**src/rtl/shield_pkg.sv**
```systemverilog
// shield_pkg
//   Shared types and constants for the shield read path.
//   - shield_ct_entry_t : one buffered ciphertext line {data, tag, addr}. Its
//     field widths fix the line geometry; instantiate shield_read_verifier with
//     LINE_WIDTH / HMAC_TAG_WIDTH / SHIELD_ADDR_WIDTH equal to the SHIELD_*_W
//     values below.
//   - out_state_e       : output register occupancy.
//   - SHIELD_ERR_CNT_MAX: saturation ceiling for the failure counter. It is
//     all-ones and is truncated to the counter width at the point of use.
package shield_pkg;

    localparam int SHIELD_ADDR_W = 32;
    localparam int SHIELD_LINE_W = 512;
    localparam int SHIELD_TAG_W  = 128;

    typedef struct packed {
        logic [SHIELD_LINE_W-1:0] data;
        logic [SHIELD_TAG_W-1:0]  tag;
        logic [SHIELD_ADDR_W-1:0] addr;
    } shield_ct_entry_t;

    typedef enum logic {
        OUT_EMPTY = 1'b0,
        OUT_FULL  = 1'b1
    } out_state_e;

    localparam logic [63:0] SHIELD_ERR_CNT_MAX = '1;

endpackage

```
**src/rtl/shield_sync_fifo.sv**
```systemverilog
// shield_sync_fifo
//   Synchronous FIFO, no fall-through: a word written on edge N is visible at
//   rd_data from edge N onward (i.e. poppable in cycle N+1). Pointers wrap
//   modulo DEPTH (power of two, >= 2).
// Ports:
//   clk, rst            clock, asynchronous active-high reset
//   wr_en, wr_data      push; caller only asserts wr_en when !full
//   rd_en, rd_data      pop of the head word; caller only asserts when !empty
//   full, empty         occupancy flags
module shield_sync_fifo #(
    parameter int WIDTH = 8,
    parameter int DEPTH = 4
) (
    input  logic             clk,
    input  logic             rst,
    input  logic             wr_en,
    input  logic [WIDTH-1:0] wr_data,
    input  logic             rd_en,
    output logic [WIDTH-1:0] rd_data,
    output logic             full,
    output logic             empty
);

    localparam int PTR_W = $clog2(DEPTH);
    localparam int CNT_W = PTR_W + 1;
    localparam logic [CNT_W-1:0] CNT_FULL = CNT_W'(DEPTH);

    logic [WIDTH-1:0] mem [DEPTH];
    logic [PTR_W-1:0] wr_ptr, rd_ptr;
    logic [CNT_W-1:0] count;

    assign full    = (count == CNT_FULL);
    assign empty   = (count == '0);
    assign rd_data = mem[rd_ptr];

    // Storage carries no reset: stale words are unreachable once the
    // pointers and count are cleared.
    always_ff @(posedge clk) begin
        if (wr_en) mem[wr_ptr] <= wr_data;
    end

    always_ff @(posedge clk or posedge rst) begin
        if (rst) begin
            wr_ptr <= '0;
            rd_ptr <= '0;
            count  <= '0;
        end else begin
            if (wr_en) wr_ptr <= wr_ptr + 1'b1;
            if (rd_en) rd_ptr <= rd_ptr + 1'b1;
            if (wr_en && !rd_en)      count <= count + 1'b1;
            else if (rd_en && !wr_en) count <= count - 1'b1;
        end
    end

endmodule

```
**src/rtl/shield_read_verifier.sv**
```systemverilog
// shield_read_verifier
//   Pairs buffered ciphertext lines (with their stored tags) in order with the
//   keystream pad and computed tag from the decryptor, emits plaintext through
//   a single output register, and tracks authentication failures.
// Ports:
//   clk, rst                          clock, asynchronous active-high reset
//   ct_data/ct_tag/ct_addr, ct_val/ct_rdy   ciphertext line in
//   pad/calc_tag, pad_val/pad_rdy     decryptor response in
//   out_data/out_addr/out_auth_fail, out_val/out_rdy   plaintext out
//   err_clr                           clears sticky flag and counter
//   auth_fail_sticky, auth_fail_count failure status (counter saturates)
// Build option:
//   SHIELD_AUTH_POISON_EN  when defined, a failing line is released with
//                          out_data forced to zero.
module shield_read_verifier
    import shield_pkg::*;
#(
    parameter int SHIELD_ADDR_WIDTH = SHIELD_ADDR_W,
    parameter int LINE_WIDTH        = SHIELD_LINE_W,
    parameter int HMAC_TAG_WIDTH    = SHIELD_TAG_W,
    parameter int CT_FIFO_DEPTH     = 4,
    parameter int ERR_CNT_WIDTH     = 16
) (
    input  logic                         clk,
    input  logic                         rst,
    input  logic [LINE_WIDTH-1:0]        ct_data,
    input  logic [HMAC_TAG_WIDTH-1:0]    ct_tag,
    input  logic [SHIELD_ADDR_WIDTH-1:0] ct_addr,
    input  logic                         ct_val,
    output logic                         ct_rdy,
    input  logic [LINE_WIDTH-1:0]        pad,
    input  logic [HMAC_TAG_WIDTH-1:0]    calc_tag,
    input  logic                         pad_val,
    output logic                         pad_rdy,
    output logic [LINE_WIDTH-1:0]        out_data,
    output logic [SHIELD_ADDR_WIDTH-1:0] out_addr,
    output logic                         out_auth_fail,
    output logic                         out_val,
    input  logic                         out_rdy,
    input  logic                         err_clr,
    output logic                         auth_fail_sticky,
    output logic [ERR_CNT_WIDTH-1:0]     auth_fail_count
);

    localparam int ENTRY_W = $bits(shield_ct_entry_t);
    localparam logic [ERR_CNT_WIDTH-1:0] CNT_MAX = SHIELD_ERR_CNT_MAX[ERR_CNT_WIDTH-1:0];

    shield_ct_entry_t      wr_entry, head;
    logic [ENTRY_W-1:0]    fifo_rd_data;
    logic                  fifo_full, fifo_empty;
    logic                  ct_push, pad_xfer, tag_mismatch, line_fail;
    logic [LINE_WIDTH-1:0] line_data;

    out_state_e state, state_nxt;

    logic                     sticky_nxt;
    logic [ERR_CNT_WIDTH-1:0] cnt_base, cnt_nxt;

    // ---------------- ciphertext buffer ----------------
    assign wr_entry.data = ct_data;
    assign wr_entry.tag  = ct_tag;
    assign wr_entry.addr = ct_addr;

    // A full FIFO refuses the push even when a pop happens in the same cycle.
    assign ct_rdy  = !fifo_full;
    assign ct_push = ct_val && ct_rdy;

    shield_sync_fifo #(
        .WIDTH (ENTRY_W),
        .DEPTH (CT_FIFO_DEPTH)
    ) u_ct_fifo (
        .clk     (clk),
        .rst     (rst),
        .wr_en   (ct_push),
        .wr_data (wr_entry),
        .rd_en   (pad_xfer),
        .rd_data (fifo_rd_data),
        .full    (fifo_full),
        .empty   (fifo_empty)
    );

    assign head = shield_ct_entry_t'(fifo_rd_data);

    // ---------------- pairing / output register ----------------
    // A pad is accepted only when a line is waiting and the output slot is
    // free now or is being drained this cycle.
    assign pad_rdy      = !fifo_empty && ((state == OUT_EMPTY) || out_rdy);
    assign pad_xfer     = pad_val && pad_rdy;
    assign tag_mismatch = (calc_tag != head.tag);
    assign line_fail    = pad_xfer && tag_mismatch;

`ifdef SHIELD_AUTH_POISON_EN
    assign line_data = tag_mismatch ? '0 : (head.data ^ pad);
`else
    assign line_data = head.data ^ pad;
`endif

    always_ff @(posedge clk or posedge rst) begin
        if (rst) state <= OUT_EMPTY;
        else     state <= state_nxt;
    end

    always_comb begin
        state_nxt = state;
        if (pad_xfer)                         state_nxt = OUT_FULL;
        else if (state == OUT_FULL && out_rdy) state_nxt = OUT_EMPTY;
    end

    assign out_val = (state == OUT_FULL);

    always_ff @(posedge clk or posedge rst) begin
        if (rst) begin
            out_data      <= '0;
            out_addr      <= '0;
            out_auth_fail <= 1'b0;
        end else if (pad_xfer) begin
            out_data      <= line_data;
            out_addr      <= head.addr;
            out_auth_fail <= tag_mismatch;
        end
    end

    // ---------------- failure tracking ----------------
    // err_clr takes effect before a same-cycle failure is counted, so the
    // pair leaves flag=1, count=1.
    always_comb begin
        cnt_base   = err_clr ? '0 : auth_fail_count;
        sticky_nxt = err_clr ? 1'b0 : auth_fail_sticky;
        cnt_nxt    = cnt_base;
        if (line_fail) begin
            sticky_nxt = 1'b1;
            if (cnt_base != CNT_MAX) cnt_nxt = cnt_base + 1'b1;
        end
    end

    always_ff @(posedge clk or posedge rst) begin
        if (rst) begin
            auth_fail_sticky <= 1'b0;
            auth_fail_count  <= '0;
        end else begin
            auth_fail_sticky <= sticky_nxt;
            auth_fail_count  <= cnt_nxt;
        end
    end

endmodule

```
**config.mk**
```make
export PLATFORM = sky130hd
export DESIGN_NAME = shield_read_verifier
export DESIGN_NICKNAME = d
export VERILOG_FILES = /design/src/rtl/shield_pkg.sv /design/src/rtl/shield_sync_fifo.sv /design/src/rtl/shield_read_verifier.sv
export SDC_FILE = /design/constraint.sdc
export NUM_CORES = 2
export LEC_CHECK = 0
export CAP_MARGIN = 20
export CORE_AREA = 4 4 723 725
export CTS_CLUSTER_SIZE = 30
export DETAILED_ROUTE_END_ITERATION = 8
export DIE_AREA = 0 0 727 729
export PLACE_DENSITY = 0.41
export SYNTH_ARGS = -nofsm -noshare
export SYNTH_HDL_FRONTEND = slang
export SYNTH_SLANG_ARGS = --single-unit
```
**constraint.sdc**
```tcl
create_clock -name clk -period 65.5 [get_ports clk]
set_clock_uncertainty 0.2 [all_clocks]
set_input_delay 16.375 -clock clk [delete_from_list [all_inputs] [get_ports clk]]
set_output_delay 16.375 -clock clk [all_outputs]
set_load 0.03 [all_outputs]
```
==> impl_metrics.env <==
export IMPL_crit_slowest_cell="clkdlybuf4s50_1"
export IMPL_slew_headroom_pct=23.1
export IMPL_cts_made_buffers=381
export IMPL_vias=66900
export IMPL_crit_chain="clkdlybuf4s50_1, inv_1, a21oi_1, clkdlybuf4s50_1"
export IMPL_worstSetupPathType="in -> out"
export IMPL_syn_area_um2=123000
export IMPL_clkSinkCount=3258
export IMPL_place_area_um2=150000
export IMPL_final_area_um2=163000
export IMPL_initial_core_util_pct=23.8
export IMPL_end_kind="output pin"
export IMPL_grt_pass1_wl_um=631000
export IMPL_track_usage_pct=17.4
export IMPL_dp_slack_ps=30630
export IMPL_gp_congestion=0.944
export IMPL_yosys_warnings=0
export IMPL_max_cap_violations=0
export IMPL_crit_arrival_ps=18350
export IMPL_fmax_mhz=28.6
export IMPL_hold_viol_final=0
export IMPL_reg2regPathDepth=10
export IMPL_grt_pass1_vias=69500
export IMPL_drive_gt1_share_pct=15.6
export IMPL_top_level_ports=1883
export IMPL_rsz0062_at_grt="false"
export IMPL_cpPeakStageDelay_ps=810
export IMPL_clockPowerShare_pct=27.6
export IMPL_cp_common_cell="clkdlybuf4s50_1"
export IMPL_tightest_slew_ps=1150
export IMPL_avgSynthCellArea_um2=20.0
export IMPL_holdBufCountCts=0
export IMPL_cts_root_buf="clkbuf_16"
export IMPL_ir_drop_mv=0.0255
export IMPL_io_buffers=1882
export IMPL_antenna_found_initial=430
export IMPL_num_rows=264
export IMPL_reg2reg_from="u_ct_fifo.rd_ptr[1]"
export IMPL_drcViolationCount=0
export IMPL_p_leak_nw=53.6
export IMPL_ys_seq_area_share_pct=77.4
export IMPL_ant_nets=0
export IMPL_grt_max_degree=143
export IMPL_slew_violations=0
export IMPL_cts_tree="yes"
export IMPL_critical_path_peak_fanout=2
export IMPL_overflow=0
export IMPL_path_clk_slew_ps=50
export IMPL_rrSetupSlack_ps=58770
export IMPL_crit_end="pad_rdy"
export IMPL_finalCritPeriodShare_pct=53.3
export IMPL_tns_ps=0
export IMPL_fillers=50200
export IMPL_total_power_mw=7.66
export IMPL_critPathRequiredTime_ps=48930
export IMPL_hp_class="reg -> reg"
export IMPL_postSynthCellCount=6125
export IMPL_syn_to_final_growth_pct=32.7
export IMPL_h_tree_depth=5
export IMPL_synth_distinct_cells=38
export IMPL_sw_frac_of_total_pct=33.7
export IMPL_coreArea_um2=516000
export IMPL_power_density_nw_per_um2=47.0
export IMPL_post_route_min_period_ps=34920
export IMPL_vias_per_cell=4.29
export IMPL_p_seq_share_pct=38.6
export IMPL_dieWidth_um=727
export IMPL_cp_startpoint="out_rdy"
export IMPL_fin_nets=9549
export IMPL_setup_slack_ps=30580
export IMPL_place_hpwl_um=351000
export IMPL_p_comb_share_pct=33.7
export IMPL_p_switching_mw=2.59
export IMPL_critPathLaunchType="input pin"
export IMPL_die_y_um=729
export IMPL_clk_latency_ps=940
export IMPL_routedWlPerCell_um=30.5
export IMPL_cts_max_path_buffers=4
export IMPL_outcome="finished clean"
export IMPL_r2r_end="out_data[349]"
export IMPL_internal_power_mw=5.08
export IMPL_synth_seq_cells=3258
export IMPL_drt_total_wl_um=476000
export IMPL_finalSetupViolCount=0
export IMPL_ctsResizeCount=0
export IMPL_die_area_um2=530000
export IMPL_first_iter_violations=4903
export IMPL_dr_pass1_iters=7
export IMPL_cts_setup_buffers=0
export IMPL_synthesis_nets=7450
==> how the worst min path moves through the flow <==
| stage | to | cells past startpoint | start |
|---|---|---|---|
| 6_report | out_addr[3] | 2 | out_addr[3] |
| 5_1_grt | out_data[412] | 2 | out_data[412] |
| 4_1_cts | out_addr[3] | 2 | out_addr[3] |
| 3_5_place_dp | out_addr[4] | 2 | out_addr[4] |
| 3_3_place_gp | out_data[322] | 2 | out_data[322] |
| 2_1_floorplan | u_ct_fifo.count[2] | 1 | u_ct_fifo.count[2] |
==> kinds of logic (layout without fill, tap and decap cells) <==
kind of cell             count (synthesis)  after routing  share of synthesized area (%)
adder cells (fa/ha/maj)                  7              7                         0.0775
multiplexers                           678            678                           12.4
buffers and inverters                  284           2719                          0.967
AND/OR/NAND/NOR                        718            718                           2.37
AO/OA/AOI/OAI                          529            529                           2.16
flip-flops                            3258           3258                           77.4
XOR/XNOR                               651            651                           4.65
other                                    0            113                              0
==> cell usage after synthesis <==
cell	number	area share, %
a21o_1	1	0.0061
a21oi_1	7	0.029
and2_0	1	0.0051
and2_1	1	0.0051
and3_1	5	0.025
buf_1	63	0.19
buf_2	55	0.22
buf_4	2	0.012
buf_6	6	0.055
clkbuf_1	149	0.46
dfrtp_1	570	12
edfxtp_1	2688	66
fa_1	1	0.016
ha_1	6	0.061
inv_1	8	0.024
inv_2	1	0.0031
mux2_2	3	0.028
mux2_4	3	0.037
mux4_2	672	12
nand2_1	619	1.9
nand2b_1	4	0.020
nand3_1	9	0.037
nand4_1	36	0.18
nand4b_1	1	0.0071
nor2_1	12	0.037
nor2_2	1	0.0051
nor2b_1	4	0.020
nor3_1	6	0.024
nor3b_1	2	0.012
nor4_1	10	0.051
o21ai_0	519	2.1
o22ai_1	1	0.0051
o31ai_1	1	0.0061
or3_1	5	0.025
or3b_2	1	0.0071
or4_1	1	0.0061
xnor2_1	648	4.6
xor2_1	3	0.021
==> layer usage <==
metal  wire [um]  global-route usage [%]
met1      178000                    20.3
met2      241000                    30.6
met3       38600                    5.36
met4       17700                    5.30
met5        1110                       0
==> final cells by class <==
cell class / instances / area [um2] / area share, %
clock buffers: 570 / 10700 / 6.57
multi-input cells: 2583 / 26600 / 16.3
flip-flops and latches: 3258 / 95000 / 58.3
well taps: 6916 / 8650 / 5.31
clock inverters: 149 / 1840 / 1.13
diodes: 113 / 283 / 0.174
inverters: 9 / 48.8 / 0.0300
repair buffers: 1991 / 19800 / 12.2
==> power groups by stage <==
stage	logic (mW)	clock network [mW]	registers, mW
after global routing	2.76	2.28	3.00
final	2.58	2.12	2.96
after floorplan	1.22	0	3.55
after detailed placement	2.67	0	3.00
after global placement	2.67	0	2.98
after CTS	2.68	2.19	2.97
==> worst max-delay path: cells and delay by family <==
family / cells / cell delay [ps]
buffers and inverters: 3 / 1370
AO/OA/AOI/OAI: 1 / 590
==> metrics by stage <==
step,utilization [%],hold WS (ps),cells
2_1_floorplan,-,264,6125
3_5_place_dp,29.1,266,14800
6_report,31.6,274,15600
3_3_place_gp,29.1,264,14800
5_1_grt,31.5,295,15500
4_1_cts,31.5,279,15500
==> layout by cell type (no fill, tap or decap), drive strengths merged, types with 113 or more instances in the layout <==
master	count
edfxtp	2688
clkdlybuf4s50	1882
mux4	672
xnor2	648
nand2	619
dfrtp	570
clkbuf	570
o21ai	519
diode	113
==> registers in the layout, summed over array words and instances (netlist names) <==
name              flops
auth_fail_count      16
auth_fail_sticky      1
out_addr             32
out_auth_fail         1
out_data            512
out_val               1
u_ct_fifo.count       3
u_ct_fifo.mem      2688
u_ct_fifo.rd_ptr      2
u_ct_fifo.wr_ptr      2
Note: power is estimated with default switching activity, not from simulation.
